==> config.mk <==
export PLATFORM = sky130hd
export DESIGN_NAME = trap_ctrl_flat
export DESIGN_NICKNAME = d
export VERILOG_FILES = /design/src/rtl/trap_ctrl_pkg.sv /design/src/rtl/trap_ctrl_if.sv /design/src/rtl/trap_ctrl.sv /design/src/flat_wrapper.sv
export SDC_FILE = /design/constraint.sdc
export NUM_CORES = 1
export LEC_CHECK = 0
export BUFFER_PORTS_ARGS = -buffer_cell sky130_fd_sc_hd__buf_2
export CAP_MARGIN = 20
export CELL_PAD_IN_SITES_DETAIL_PLACEMENT = 0
export CELL_PAD_IN_SITES_GLOBAL_PLACEMENT = 1
export CORE_AREA = 4 4 152 154
export CTS_CLUSTER_SIZE = 10
export DETAILED_ROUTE_END_ITERATION = 12
export DIE_AREA = 0 0 156 158
export GPL_TIMING_DRIVEN = 0
export PLACE_DENSITY_LB_ADDON = 0.1
export SYNTH_ARGS = -nofsm -noshare
export SYNTH_HDL_FRONTEND = slang
export SYNTH_SLANG_ARGS = --single-unit
export TNS_END_PERCENT = 1
==> constraint.sdc <==
create_clock -name clk -period 4.4 [get_ports clk]
set_input_delay 0.22 -clock clk [delete_from_list [all_inputs] [get_ports clk]]
set_output_delay 0.22 -clock clk [all_outputs]
set_load 0.02 [all_outputs]
==> src/rtl/trap_ctrl_pkg.sv <==
// trap_ctrl_pkg: shared constants and types for the machine-mode trap sequencer.
//   IRQ_* : 2-bit trap type codes matching the CSRfile mcause decode.
//   trap_state_e : sequencer states (TS_IDLE, TS_ENTER, TS_RET, TS_FLUSH).
//   align_vec() : clears the two mode bits of an mtvec value.
package trap_ctrl_pkg;

    localparam int unsigned XLEN  = 64;
    localparam int unsigned CNT_W = 4;

    localparam logic [1:0] IRQ_NONE  = 2'b00;
    localparam logic [1:0] IRQ_TIMER = 2'b01;
    localparam logic [1:0] IRQ_ECALL = 2'b10;

    typedef enum logic [1:0] {
        TS_IDLE  = 2'b00,
        TS_ENTER = 2'b01,
        TS_RET   = 2'b10,
        TS_FLUSH = 2'b11
    } trap_state_e;

    // mtvec low bits hold the vectoring mode, not address bits
    function automatic logic [XLEN-1:0] align_vec(input logic [XLEN-1:0] addr);
        return {addr[XLEN-1:2], 2'b00};
    endfunction

endpackage

==> src/rtl/trap_ctrl_if.sv <==
// trap_ctrl_if: commit-stage, CSRfile and fetch-redirect signals around trap_ctrl.
//   slave  : the trap sequencer (consumes commit/CSR inputs, drives trap outputs).
//   master : the surrounding pipeline / CSRfile side.
interface trap_ctrl_if;
    import trap_ctrl_pkg::*;

    logic            commitValid;
    logic [XLEN-1:0] pcW;
    logic [XLEN-1:0] npcW;
    logic            ecallW;
    logic            mretW;
    logic            itTime;
    logic [XLEN-1:0] irqAddr;
    logic [XLEN-1:0] mepc_i;
    logic [1:0]      IRQtype;
    logic            IRQret;
    logic [XLEN-1:0] retAddr;
    logic            redirectValid;
    logic [XLEN-1:0] redirectPC;
    logic            flush;
    logic            busy;

    modport slave (
        input  commitValid, pcW, npcW, ecallW, mretW, itTime, irqAddr, mepc_i,
        output IRQtype, IRQret, retAddr, redirectValid, redirectPC, flush, busy
    );

    modport master (
        output commitValid, pcW, npcW, ecallW, mretW, itTime, irqAddr, mepc_i,
        input  IRQtype, IRQret, retAddr, redirectValid, redirectPC, flush, busy
    );

endinterface

==> src/rtl/trap_ctrl.sv <==
// trap_ctrl: machine-mode trap entry/return sequencer between commit, CSRfile and fetch.
// Ports:
//   clk  : core clock
//   rst  : synchronous active-high reset
//   bus  : trap_ctrl_if.slave (commit event inputs, CSR values, trap/redirect/flush outputs)
// Parameter FLUSH_CYCLES (1..15): flush cycles following the redirect cycle.
// Macro TRAP_TIMER_IRQ_EN: when defined, itTime raises timer interrupts at commit
// boundaries; when undefined, itTime is ignored and only ecall/mret are sequenced.
module trap_ctrl
    import trap_ctrl_pkg::*;
#(
    parameter int unsigned FLUSH_CYCLES = 3
) (
    input  logic        clk,
    input  logic        rst,
    trap_ctrl_if.slave  bus
);

    trap_state_e     state_q;
    logic [CNT_W-1:0] cnt_q;
    logic [1:0]      irq_type_q;
    logic [XLEN-1:0] ret_addr_q;
    logic            irq_ret_q;
    logic            redir_q;
    logic            flush_q;
    logic            busy_q;
    logic            timer_c;

    // Timer source, compiled out when the feature is disabled
`ifdef TRAP_TIMER_IRQ_EN
    assign timer_c = bus.itTime;
`else
    logic unused_timer_c;
    assign timer_c        = 1'b0;
    assign unused_timer_c = bus.itTime;
`endif

    // Sequencer: outputs are registered alongside the state they belong to
    always_ff @(posedge clk) begin
        if (rst) begin
            state_q    <= TS_IDLE;
            cnt_q      <= '0;
            irq_type_q <= IRQ_NONE;
            ret_addr_q <= '0;
            irq_ret_q  <= 1'b0;
            redir_q    <= 1'b0;
            flush_q    <= 1'b0;
            busy_q     <= 1'b0;
        end else begin
            irq_type_q <= IRQ_NONE;
            irq_ret_q  <= 1'b0;
            redir_q    <= 1'b0;
            case (state_q)
                TS_IDLE: begin
                    // ecall > mret > timer; timer without a commit stays pending
                    if (bus.commitValid) begin
                        if (bus.ecallW) begin
                            ret_addr_q <= bus.pcW;
                            irq_type_q <= IRQ_ECALL;
                            redir_q    <= 1'b1;
                            flush_q    <= 1'b1;
                            busy_q     <= 1'b1;
                            state_q    <= TS_ENTER;
                        end else if (bus.mretW) begin
                            irq_ret_q  <= 1'b1;
                            redir_q    <= 1'b1;
                            flush_q    <= 1'b1;
                            busy_q     <= 1'b1;
                            state_q    <= TS_RET;
                        end else if (timer_c) begin
                            // committing instruction retires; resume after it
                            ret_addr_q <= bus.npcW;
                            irq_type_q <= IRQ_TIMER;
                            redir_q    <= 1'b1;
                            flush_q    <= 1'b1;
                            busy_q     <= 1'b1;
                            state_q    <= TS_ENTER;
                        end
                    end
                end
                TS_ENTER, TS_RET: begin
                    cnt_q   <= CNT_W'(FLUSH_CYCLES - 1);
                    state_q <= TS_FLUSH;
                end
                TS_FLUSH: begin
                    // commits here are killed instructions, not events
                    if (cnt_q == '0) begin
                        flush_q <= 1'b0;
                        busy_q  <= 1'b0;
                        state_q <= TS_IDLE;
                    end else begin
                        cnt_q <= cnt_q - CNT_W'(1);
                    end
                end
                default: state_q <= TS_IDLE;
            endcase
        end
    end

    assign bus.IRQtype       = irq_type_q;
    assign bus.IRQret        = irq_ret_q;
    assign bus.retAddr       = ret_addr_q;
    assign bus.redirectValid = redir_q;
    assign bus.flush         = flush_q;
    assign bus.busy          = busy_q;

    // Only combinational input-to-output path: the CSR target addresses
    assign bus.redirectPC = (state_q == TS_ENTER) ? align_vec(bus.irqAddr) :
                            (state_q == TS_RET)   ? bus.mepc_i : '0;

endmodule

==> src/flat_wrapper.sv <==
// flat-port wrapper written by rule: the top's interface ports become plain ports
module trap_ctrl_flat import trap_ctrl_pkg::*;
#(
    parameter int unsigned FLUSH_CYCLES = 3
)
  (clk, rst, bus_commitValid, bus_pcW, bus_npcW, bus_ecallW, bus_mretW, bus_itTime, bus_irqAddr, bus_mepc_i, bus_IRQtype, bus_IRQret, bus_retAddr, bus_redirectValid, bus_redirectPC, bus_flush, bus_busy);
  trap_ctrl_if bus_i ();
  input  logic clk;
  input  logic rst;
  input wire logic [$bits(bus_i.commitValid)-1:0] bus_commitValid;
  input wire logic [$bits(bus_i.pcW)-1:0] bus_pcW;
  input wire logic [$bits(bus_i.npcW)-1:0] bus_npcW;
  input wire logic [$bits(bus_i.ecallW)-1:0] bus_ecallW;
  input wire logic [$bits(bus_i.mretW)-1:0] bus_mretW;
  input wire logic [$bits(bus_i.itTime)-1:0] bus_itTime;
  input wire logic [$bits(bus_i.irqAddr)-1:0] bus_irqAddr;
  input wire logic [$bits(bus_i.mepc_i)-1:0] bus_mepc_i;
  output wire logic [$bits(bus_i.IRQtype)-1:0] bus_IRQtype;
  output wire logic [$bits(bus_i.IRQret)-1:0] bus_IRQret;
  output wire logic [$bits(bus_i.retAddr)-1:0] bus_retAddr;
  output wire logic [$bits(bus_i.redirectValid)-1:0] bus_redirectValid;
  output wire logic [$bits(bus_i.redirectPC)-1:0] bus_redirectPC;
  output wire logic [$bits(bus_i.flush)-1:0] bus_flush;
  output wire logic [$bits(bus_i.busy)-1:0] bus_busy;
  assign bus_i.commitValid = bus_commitValid;
  assign bus_i.pcW = bus_pcW;
  assign bus_i.npcW = bus_npcW;
  assign bus_i.ecallW = bus_ecallW;
  assign bus_i.mretW = bus_mretW;
  assign bus_i.itTime = bus_itTime;
  assign bus_i.irqAddr = bus_irqAddr;
  assign bus_i.mepc_i = bus_mepc_i;
  assign bus_IRQtype = bus_i.IRQtype;
  assign bus_IRQret = bus_i.IRQret;
  assign bus_retAddr = bus_i.retAddr;
  assign bus_redirectValid = bus_i.redirectValid;
  assign bus_redirectPC = bus_i.redirectPC;
  assign bus_flush = bus_i.flush;
  assign bus_busy = bus_i.busy;
  trap_ctrl #(.FLUSH_CYCLES(FLUSH_CYCLES)) u_core (.clk(clk), .rst(rst), .bus(bus_i));
endmodule
==> results of run 1 <==
cell families after synthesis:
kind of cell | count (synthesis) | synth area share, %
and+or+nand+nor | 275 | 29.7
AOI/OAI and AO/OA | 140 | 20.1
DFF | 74 | 40.5
buffers and inverters | 50 | 6.23
adders and majority gates | 7 | 2.40
muxes | 3 | 0.925
other | 1 | 0.103
layout by cell type, fill, tap and decap left out, types with 3 or more instances in the layout:
| cell | n |
|---|---|
| sky130_fd_sc_hd__buf_2 | 335 |
| sky130_fd_sc_hd__nand2_1 | 252 |
| sky130_fd_sc_hd__dfxtp_1 | 74 |
| sky130_fd_sc_hd__a21oi_1 | 69 |
| sky130_fd_sc_hd__o21ai_1 | 61 |
| sky130_fd_sc_hd__clkbuf_1 | 24 |
| sky130_fd_sc_hd__clkbuf_16 | 9 |
| sky130_fd_sc_hd__buf_4 | 8 |
| sky130_fd_sc_hd__ha_1 | 7 |
| sky130_fd_sc_hd__buf_1 | 6 |
| sky130_fd_sc_hd__nor2_1 | 6 |
| sky130_fd_sc_hd__inv_1 | 5 |
| sky130_fd_sc_hd__o21ai_0 | 4 |
| sky130_fd_sc_hd__nand3_1 | 3 |
| sky130_fd_sc_hd__nand2b_1 | 3 |
| sky130_fd_sc_hd__mux2_1 | 3 |
| sky130_fd_sc_hd__bufinv_16 | 3 |
registers in the layout (all words and copies together), names as in the netlist:
signal,count
u_core.bus.IRQret,1
u_core.bus.IRQtype,1
u_core.bus.busy,1
u_core.bus.redirectValid,1
u_core.bus.retAddr,64
u_core.cnt_q,4
u_core.state_q,2
worst max-delay path: stages (launching register included):
cell	delay, ns
sky130_fd_sc_hd__dfxtp_1	0.32
sky130_fd_sc_hd__inv_1	0.12
sky130_fd_sc_hd__ha_1	0.37
sky130_fd_sc_hd__buf_2	0.31
sky130_fd_sc_hd__clkbuf_1	0.39
sky130_fd_sc_hd__nand2_1	0.11
sky130_fd_sc_hd__o21ai_1	0.14
sky130_fd_sc_hd__buf_2	0.22
routing by layer:
metal | track usage [%] | share of wire (%) | up-vias
met1 | 15.8 | 40 | 2101
li1 | - | - | 2449
met3 | 4.32 | 9.4 | 12
met5 | 0 | 0 | -
met2 | 24.6 | 49 | 195
met4 | 3.33 | 1.1 | 0
stage by stage:
step / util, % / setup slack (ns)
CTS: 27.6 / 1.75
finish: 27.6 / 1.88
floorplan: - / 2.58
detailed placement: 26.0 / 2.11
global placement: 26.0 / 2.12
global route: 27.6 / 1.55
power by group through the flow:
stage | clock network, W | logic [W] | registers [W]
floorplan | 0 | 0.000718 | 0.000860
global placement | 0 | 0.00132 | 0.000794
detailed placement | 0 | 0.00130 | 0.000795
CTS | 0.000882 | 0.00131 | 0.000781
global route | 0.000907 | 0.00141 | 0.000789
finish | 0.000858 | 0.00127 | 0.000780
path summary, 6_finish.rpt:
path	slack, ns	cells past startpoint	end
max reg2reg	2.59	7	u_core.bus.retAddr[49]
min reg2reg	0.45	2	u_core.bus.retAddr[22]
min	0.12	3	u_core.bus.retAddr[61]
max	1.88	7	bus_redirectPC[50]
layout make-up:
class / instances / area share (%)
repair buffers: 327 / 27.3
clock inverters: 4 / 1.65
clock buffers: 11 / 4.06
diodes: 1 / 0.0418
inverters: 5 / 0.314
well taps: 280 / 5.85
multi-input cells: 426 / 32.5
flip-flops and latches: 74 / 24.8
plain buffers: 45 / 3.49
==> implementation parameters, run 1 <==
Parameter                              Value

Run status
  Status    complete, no violations

Timing
  Setup repair after global routing missed its margin    no
  Highest Clock Rate    396 MHz
  Final Skew    ~0.013 ns
  Transition time at the pin with the least slew margin    between 0.5 and 0.6 ns
  Slew HR    approximately two thirds
  Final count of hold timing violations    0
  Minimum clock period    2.52 ns
  Total of endpoints with negative setup slack in the final report    0
  Post-route setup TNS    0 ns
  Pins over their slew limit    0
  Share of the cycle needed by the critical path after routing    between 50% and 60%
  Hold_ws    0.122 ns

Placed design
  Placed instance count    approximately 1200
  Placed cell areas    5640 sq um
  HPWL reported at the end of detailed placement    around 15000 um
  Input/output buffers    about 330
  Final weighted congestion in routability-driven placement    between 0.7 and 0.8

Floorplan
  Std cell rows    54
  Core area    21700 sq um
  Vert. Die Dim    ~160 um
  Boundary Pins    about 400
  Die Outline Area    24600 sq um
  Initial standard-cell utilization of the core    roughly 17%
  Die Wd    between 150 and 200 um

Drt
  Post-Route WL    approximately 18000 um
  Detail Route Antenna Nets    0
  Detailed Route Iter0 Violations    180
  DRC violations left    0
  Average wire per standard cell    about 15 um
  Via-to-Cell Ratio    4.06
  Routed via count    4757
  Number of iterations in the first detailed-routing pass    4

Clock tree
  CTS Root Cell    sky130_fd_sc_hd__clkbuf_16
  Clock insertion delay at the later pin of the skew report    0.33 ns
  Sink count of the clock tree    74
  Post-CTS Hold Buffers    0
  Depth of the CTS H-tree    3
  Clock buffer depth    2
  Clock transition at the register clock pins on the worst setup and hold paths after CTS    ~0.07 ns
  TritonCTS clock tree    yes
  Number of clock buffers inserted by TritonCTS    9
  Number of setup buffers added after CTS    0
  Total of cells resized after clock tree synthesis    0

Pwr
  Cell leakage power    approximately 2.9 nW
  Switching share of power    between 40 and 50%
  Total power draw    between 0.002 and 0.003 W
  Ratio of total power to cell area    just under 500 nW/um^2
  Gate power share    a little over two fifths
  Peak supply drop    ~0.00021 V
  Switching power    around 0.0012 W
  Sequential group share of total power    a little over a quarter
  Internal Dissipation    approximately 0.0017 W
  Proportion of power drawn by the clock network    a little under 30%

Synthesis
  Total nets after synthesis    819
  Mean post-synth cell area    6.64 sq um
  Number of unique standard cell types used by synthesis    31
  Syn. warnings    0
  Async S/R FF share, synth    0%
  Sequential element share of the synthesized area    between 40 and 50%
  Cell accounting for the most synthesized area    sky130_fd_sc_hd__dfxtp_1
  Number of synthesized register bits    74
  Commonest register cell after synthesis    sky130_fd_sc_hd__dfxtp_1
  Number of flops mapped to enable cells by yosys    0
  Most frequent cells after synthesis    sky130_fd_sc_hd__nand2_1, sky130_fd_sc_hd__dfxtp_1, sky130_fd_sc_hd__a21oi_1, sky130_fd_sc_hd__o21ai_1, sky130_fd_sc_hd__clkbuf_1
  Count leader, synth    sky130_fd_sc_hd__nand2_1
  Gate count after technology mapping    between 500 and 600
  Summed instance area of the synthesized netlist    ~3700 sq um
  Dominant cells by area after synthesis    sky130_fd_sc_hd__dfxtp_1, sky130_fd_sc_hd__nand2_1, sky130_fd_sc_hd__a21oi_1, sky130_fd_sc_hd__o21ai_1, sky130_fd_sc_hd__ha_1
  Portion of synthesized cell area occupied by the leading cell type    between 40% and 50%

Critical path
  Endpoint arrival time on the critical path    2.30 ns
  Kind of start point of the critical path    flop
  Critical path startpoint    u_core.state_q[1]
  Worst Setup End Kind    output port
  Largest driver fanout on the critical path    10
  Data required time at the worst endpoint    approximately 4.2 ns
  Worst Setup Path Type    flop to output port
  Worst r2r src    u_core.state_q[0]

Global route
  GR Overflow Total    0
  Number of global-route vias before repair    approximately 4800
  Wire length of the first global-routing pass    roughly 27000 um
  Initial antenna violation count    1
  Overall Global Routing Usage    13.7%
  Pin count of the biggest net entering global routing    13

Hold path
  Hold path startpoint    bus_pcW[61]
  Path type of the worst min-delay path    input pin to flop

Finish
  Area of the multi-input gates    between 1500 and 2000 sq um
  Number of fill cells in the layout    around 2600
  Sequential cell area    around 1500 sq um
  Synthesis-to-layout area growth    63.8%
  Fin area    between 5000 and 6000 sq um
  Number of nets at the end of the flow    about 1200
  Fraction of layout cells with a size suffix above 1    40.5%
  Non-filler cells, final    around 1200

Run
  Total of max-cap violations    0
Note: power is estimated with default switching activity, not from simulation.
==> run 2, diff against run 1 <==
--- a/config.mk
+++ b/config.mk
@@ -9,10 +9,10 @@
 export CAP_MARGIN = 20
 export CELL_PAD_IN_SITES_DETAIL_PLACEMENT = 0
 export CELL_PAD_IN_SITES_GLOBAL_PLACEMENT = 1
-export CORE_AREA = 4 4 152 154
+export CORE_AREA = 4 4 150 152
 export CTS_CLUSTER_SIZE = 10
 export DETAILED_ROUTE_END_ITERATION = 12
-export DIE_AREA = 0 0 156 158
+export DIE_AREA = 0 0 154 156
 export GPL_TIMING_DRIVEN = 0
 export PLACE_DENSITY_LB_ADDON = 0.1
 export SYNTH_ARGS = -nofsm -noshare
==> constraint.sdc (replaced) <==
create_clock -name clk -period 2.35 [get_ports clk]
set_input_delay 0.1175 -clock clk [delete_from_list [all_inputs] [get_ports clk]]
set_output_delay 0.1175 -clock clk [all_outputs]
set_load 0.02 [all_outputs]
==> run 2 against run 1 <==
  * Sequential power rose by 87%
  * Non-clock buffer count stayed put
  * Total power is 81% higher
  * Critical path type unchanged
  * Critical endpoint is now bus_redirectPC[40]
  * Highest routed layer is now met5
==> implementation parameters, run 2 (synthesis results as in run 1) <==
Parameter                              Value

Timing
  Pins over their slew limit    0
  Worst Slack Setup Final    approximately 0.22 ns
  Final Skew    a little over 0.009 ns
  Final count of hold timing violations    0
  Highest Clock Rate    468 MHz
  Minimum clock period    between 2 and 2.5 ns
  Total of endpoints with negative setup slack in the final report    0
  Post-route setup TNS    0 ns
  Slew HR    64.5%
  Setup repair after global routing missed its margin    no
  Hold_ws    between 0.015 and 0.02 ns
  Transition time at the pin with the least slew margin    0.533 ns
  Share of the cycle needed by the critical path after routing    between 90% and 100%

Clock tree
  Clock transition at the register clock pins on the worst setup and hold paths after CTS    ~0.060 ns
  Clock buffer depth    2
  Post-CTS Hold Buffers    0
  Number of clock buffers inserted by TritonCTS    9
  TritonCTS clock tree    yes
  Depth of the CTS H-tree    3
  Clock insertion delay at the later pin of the skew report    roughly 0.33 ns
  Sink count of the clock tree    74
  CTS Root Cell    sky130_fd_sc_hd__clkbuf_16
  Number of setup buffers added after CTS    0

Global route
  Wire length of the first global-routing pass    roughly 27000 um
  Initial antenna violation count    3
  Pin count of the biggest net entering global routing    14
  Overall Global Routing Usage    between 10 and 15%
  GR Overflow Total    0
  Number of global-route vias before repair    ~4500

Drt
  Post-Route WL    18000 um
  Number of iterations in the first detailed-routing pass    4
  Routed via count    ~4700
  Average wire per standard cell    roughly 15 um
  DRC violations left    0
  Detailed Route Iter0 Violations    around 200
  Via-to-Cell Ratio    around 4
  Detail Route Antenna Nets    0

Finish
  Sequential cell area    1480 sq um
  Number of fill cells in the layout    2438
  Area of the multi-input gates    1950 sq um
  Commonest cells after routing, fill and taps aside    sky130_fd_sc_hd__buf_2, sky130_fd_sc_hd__nand2_1, sky130_fd_sc_hd__dfxtp_1, sky130_fd_sc_hd__a21oi_1, sky130_fd_sc_hd__o21ai_1
  Most frequent standard cell in the layout excluding fill and tap cells    sky130_fd_sc_hd__buf_2
  Synthesis-to-layout area growth    63.0%
  Fraction of layout cells with a size suffix above 1    around two fifths
  Number of nets at the end of the flow    between 1000 and 1500
  Max reg flops    64
  Non-filler cells, final    1169

Run
  Total of max-cap violations    0

Placed design
  HPWL reported at the end of detailed placement    ~15000 um
  Placed instance count    about 1200
  Worst slack, placed    ~0.25 ns
  Input/output buffers    327
  Final weighted congestion in routability-driven placement    between 0.8 and 0.9

Run status
  Status    complete, no violations

Pwr
  Ratio of total power to cell area    slightly below 900 nW/um^2
  Cell leakage power    a little under 3 nW
  Total power draw    around 0.0053 W
  Peak supply drop    roughly 0.00027 V

Critical path
  Worst Setup Path Type    flop to output port
  Library cell contributing the largest single delay on the critical path    sky130_fd_sc_hd__clkbuf_1
  Endpoint arrival time on the critical path    2.02 ns
  Worst reg2reg path depth    7
  Delay of the slowest cell on the worst path    around 0.38 ns
  Cell-by-cell trace of the critical path    inv_1 -> ha_1 -> clkbuf_2 -> clkbuf_1 -> nand2_1 -> o21ai_1 -> buf_2
  Worst Setup End Kind    output port
  Data required time at the worst endpoint    between 2 and 2.5 ns
  Largest driver fanout on the critical path    10
  Kind of start point of the critical path    flop

Hold path
  Number of stages on the worst hold path    3
  Path type of the worst min-delay path    input pin to flop

Floorplan
  Initial standard-cell utilization of the core    approximately 17%
  Die Wd    approximately 150 um
  Boundary Pins    around 400
  Vert. Die Dim    156 um
  Die Outline Area    ~24000 sq um
  Core area    21000 sq um
  Std cell rows    53
## run 2: cell types whose count changed in the layout (fill, tap and decap cells not counted)
| cell | change |
|---|---|
| sky130_fd_sc_hd__clkbuf_1 | -6 |
| sky130_fd_sc_hd__buf_1 | -5 |
| sky130_fd_sc_hd__buf_2 | +5 |
| sky130_fd_sc_hd__clkbuf_2 | +5 |
| sky130_fd_sc_hd__bufinv_16 | -2 |
| sky130_fd_sc_hd__clkinv_2 | +2 |
| sky130_fd_sc_hd__clkinv_4 | +1 |
| sky130_fd_sc_hd__clkinvlp_4 | +1 |
| sky130_fd_sc_hd__ha_1 | -1 |
| sky130_fd_sc_hd__ha_2 | +1 |
## run 2: worst max-delay path: cells and delay by family, from the launching register on
kind | cells | cell delay [ns]
buffers and inverters | 4 | 0.92
DFF | 1 | 0.33
adders and majority gates | 1 | 0.16
and+or+nand+nor | 1 | 0.12
AOI/OAI and AO/OA | 1 | 0.16
## run 2: stage by stage
step,util [%],instance area (sq um)
6_report,28.3,5960
2_1_floorplan,-,3650
3_5_place_dp,26.8,5630
3_3_place_gp,26.8,5630
5_1_grt,28.3,5960
4_1_cts,28.3,5950
## run 2: power breakdown
group	internal, W	switching, W
logic	0.000795	0.00159
registers	0.00138	0.0000735
clock network	0.000853	0.000560
total	0.00303	0.00222
## run 2: timing repair
item | CTS | global route
setup endpoints to repair | 50 | 13
cloned | 0 | 0
gates resized for setup | 9 | 3
## run 2: final cells by class
| type | instances | area share, % |
|---|---|---|
| Multi-Input combinational cell | 426 | 32.7 |
| Timing Repair Buffer | 327 | 27.5 |
| Sequential cell | 74 | 24.9 |
| Tap cell | 275 | 5.78 |
| Clock buffer | 10 | 4.01 |
| Buffer | 45 | 3.72 |
| Clock inverter | 6 | 1.09 |
| Inverter | 5 | 0.315 |
| Antenna cell | 1 | 0.0420 |
## run 2: routing by layer
layer / GRT usage (%) / up-vias / routed length, um
met4: 3.74 / 4 / 305
met2: 24.3 / 206 / 8560
met5: 0 / - / 27
met3: 5.19 / 18 / 1770
met1: 16.7 / 2012 / 7350
li1: - / 2454 / -
## run 2: worst paths after layout
path	start	end	slack, ns
max	u_core.state_q[0]	bus_redirectPC[40]	0.22
min	bus_pcW[37]	u_core.bus.retAddr[37]	0.02
max reg2reg	u_core.state_q[0]	u_core.bus.retAddr[57]	0.55
min reg2reg	u_core.bus.retAddr[49]	u_core.bus.retAddr[49]	0.45
==> run 3, diff against run 2 <==
--- a/config.mk
+++ b/config.mk
@@ -15,6 +15,7 @@
 export DIE_AREA = 0 0 154 156
 export GPL_TIMING_DRIVEN = 0
 export PLACE_DENSITY_LB_ADDON = 0.1
+export RECOVER_POWER = 25
 export SYNTH_ARGS = -nofsm -noshare
 export SYNTH_HDL_FRONTEND = slang
 export SYNTH_SLANG_ARGS = --single-unit
==> run 3 against run 2 <==
  * Sequential share of layout area increased by 0.27 points
  * Count of clock-buffer cells in the layout did not move
  * Total power down 0.35%
  * Sequential power about the same
  * Setup slack is essentially flat
  * Register-to-register slack barely moved
  * Clock power is essentially flat
  * Global-route usage did not move
  * Combinational power barely moved
  * Design area down 1.1%
  * Critical path type unchanged
==> implementation parameters, run 3 (synthesis results as in run 1) <==
Parameter                              Value

Run status
  Status    complete, no violations

Pwr
  Gate power share    between 40% and 50%
  Sequential group share of total power    roughly 28%
  Proportion of power drawn by the clock network    a little over a quarter
  Peak supply drop    between 0.0002 and 0.0003 V
  Ratio of total power to cell area    between 800 and 900 nW/um^2
  Switching share of power    42.5%
  Internal Dissipation    between 0.003 and 0.004 W
  Cell leakage power    2.73 nW
  Switching power    ~0.0022 W

Global route
  Initial antenna violation count    3
  Pin count of the biggest net entering global routing    14
  Number of global-route vias before repair    approximately 4500
  Overall Global Routing Usage    between 10% and 20%
  Wire length of the first global-routing pass    approximately 27000 um
  GR Overflow Total    0

Finish
  Most frequent standard cell in the layout excluding fill and tap cells    sky130_fd_sc_hd__buf_2
  Commonest cells after routing, fill and taps aside    sky130_fd_sc_hd__buf_2, sky130_fd_sc_hd__nand2_1, sky130_fd_sc_hd__dfxtp_1, sky130_fd_sc_hd__clkbuf_1, sky130_fd_sc_hd__a21oi_1
  Number of nets at the end of the flow    around 1200
  Max reg flops    between 60 and 70
  Synthesis-to-layout area growth    61.3%
  Non-filler cells, final    1169
  Fraction of layout cells with a size suffix above 1    between 30% and 40%
  Number of fill cells in the layout    ~2500

Clock tree
  CTS Root Cell    sky130_fd_sc_hd__clkbuf_16
  Number of setup buffers added after CTS    0
  Sink count of the clock tree    74
  TritonCTS clock tree    yes
  Clock transition at the register clock pins on the worst setup and hold paths after CTS    ~0.060 ns
  Post-CTS Hold Buffers    0
  Clock buffer depth    2
  Clock insertion delay at the later pin of the skew report    around 0.33 ns
  Depth of the CTS H-tree    3
  Number of clock buffers inserted by TritonCTS    9

Floorplan
  Core area    about 21000 sq um
  Std cell rows    53
  Die Outline Area    ~24000 sq um
  Vert. Die Dim    156 um
  Initial standard-cell utilization of the core    17.4%
  Die Wd    roughly 150 um
  Boundary Pins    about 400

Placed design
  Placed instance count    1152
  Input/output buffers    between 300 and 400
  Final weighted congestion in routability-driven placement    ~0.83
  HPWL reported at the end of detailed placement    ~15000 um

Timing
  Total of endpoints with negative setup slack in the final report    0
  Highest Clock Rate    468 MHz
  Setup repair after global routing missed its margin    no
  Share of the cycle needed by the critical path after routing    roughly nine tenths
  Hold_ws    0.0176 ns
  Final Skew    0.00874 ns
  Minimum clock period    around 2.1 ns
  Pins over their slew limit    0
  Transition time at the pin with the least slew margin    0.531 ns
  Post-route setup TNS    0 ns
  Slew HR    around 65%
  Final count of hold timing violations    0

Drt
  Via-to-Cell Ratio    between 4 and 5
  Average wire per standard cell    approximately 15 um
  Detail Route Antenna Nets    0
  DRC violations left    0
  Routed via count    4700
  Detailed Route Iter0 Violations    just over 200
  Number of iterations in the first detailed-routing pass    6
  Post-Route WL    around 18000 um

Critical path
  Data required time at the worst endpoint    roughly 2.2 ns
  Worst reg2reg path depth    7
  Endpoint arrival time on the critical path    around 2.0 ns
  Largest driver fanout on the critical path    10
  Worst Setup Path Type    flop to output port
  Worst Setup End Kind    output port
  Kind of start point of the critical path    flop

Run
  Total of max-cap violations    0

Hold path
  Number of stages on the worst hold path    3
  Path type of the worst min-delay path    input pin to flop
==> run 3: changes by cell type in the layout (fill, tap and decap cells not counted) <==
cell	change
sky130_fd_sc_hd__buf_2	-51
sky130_fd_sc_hd__clkbuf_1	+51
==> run 3: per-layer routing <==
metal / global-route usage, % / vias to the layer above / wire [um]
li1: - / 2454 / -
met1: 16.7 / 2012 / 7350
met2: 24.3 / 212 / 8560
met3: 5.19 / 18 / 1800
met4: 3.74 / 4 / 305
met5: 0 / - / 27
==> run 3: area by class of cell <==
class	count	area, sq um	area share (%)
Multi-Input combinational cell	426	1950	33.0
Timing Repair Buffer	327	1570	26.7
Sequential cell	74	1480	25.1
Tap cell	275	344	5.84
Clock buffer	10	239	4.06
Buffer	45	221	3.76
Clock inverter	6	65.1	1.10
Inverter	5	18.8	0.319
Antenna cell	1	2.50	0.0425
==> run 3: what timing repair did <==
action,4_1_cts,5_1_grt
resized for setup,9,3
endpoints found under the setup margin,50,13
endpoints found under the hold margin,0,0
==> run 3: critical path, stage by stage, from the launching register on <==
cell and delay [ns]:
sky130_fd_sc_hd__dfxtp_1 0.33, sky130_fd_sc_hd__inv_1 0.13, sky130_fd_sc_hd__ha_1 0.16, sky130_fd_sc_hd__clkbuf_2 0.22
sky130_fd_sc_hd__clkbuf_1 0.38, sky130_fd_sc_hd__nand2_1 0.12, sky130_fd_sc_hd__o21ai_1 0.16, sky130_fd_sc_hd__buf_2 0.19
==> run 3: worst paths after layout <==
path                                              from                endpoint  slack, ns
worst max-delay path                 u_core.state_q[0]      bus_redirectPC[40]       0.22
worst min register to register  u_core.bus.retAddr[49]  u_core.bus.retAddr[49]       0.45
worst max register to register       u_core.state_q[0]  u_core.bus.retAddr[57]       0.55
worst min-delay path                       bus_pcW[37]  u_core.bus.retAddr[37]       0.02
==> run 3: power by group through the flow <==
| stage | Clock (W) | Sequential (W) | Combinational [W] |
|---|---|---|---|
| floorplan | 0 | 0.00161 | 0.00134 |
| global placement | 0 | 0.00148 | 0.00247 |
| detailed placement | 0 | 0.00149 | 0.00243 |
| CTS | 0.00146 | 0.00146 | 0.00245 |
| global route | 0.00152 | 0.00148 | 0.00261 |
| finish | 0.00141 | 0.00146 | 0.00237 |
==> run 3: through the flow <==
stage	setup slack [ns]	instance area, sq um	util [%]	power [W]
floorplan	0.637	3650	-	0.00296
global placement	0.210	5630	26.8	0.00396
detailed placement	0.254	5630	26.8	0.00392
CTS	0.0775	5950	28.3	0.00537
global route	0.0127	5890	28.0	0.00560
finish	0.215	5890	28.0	0.00524
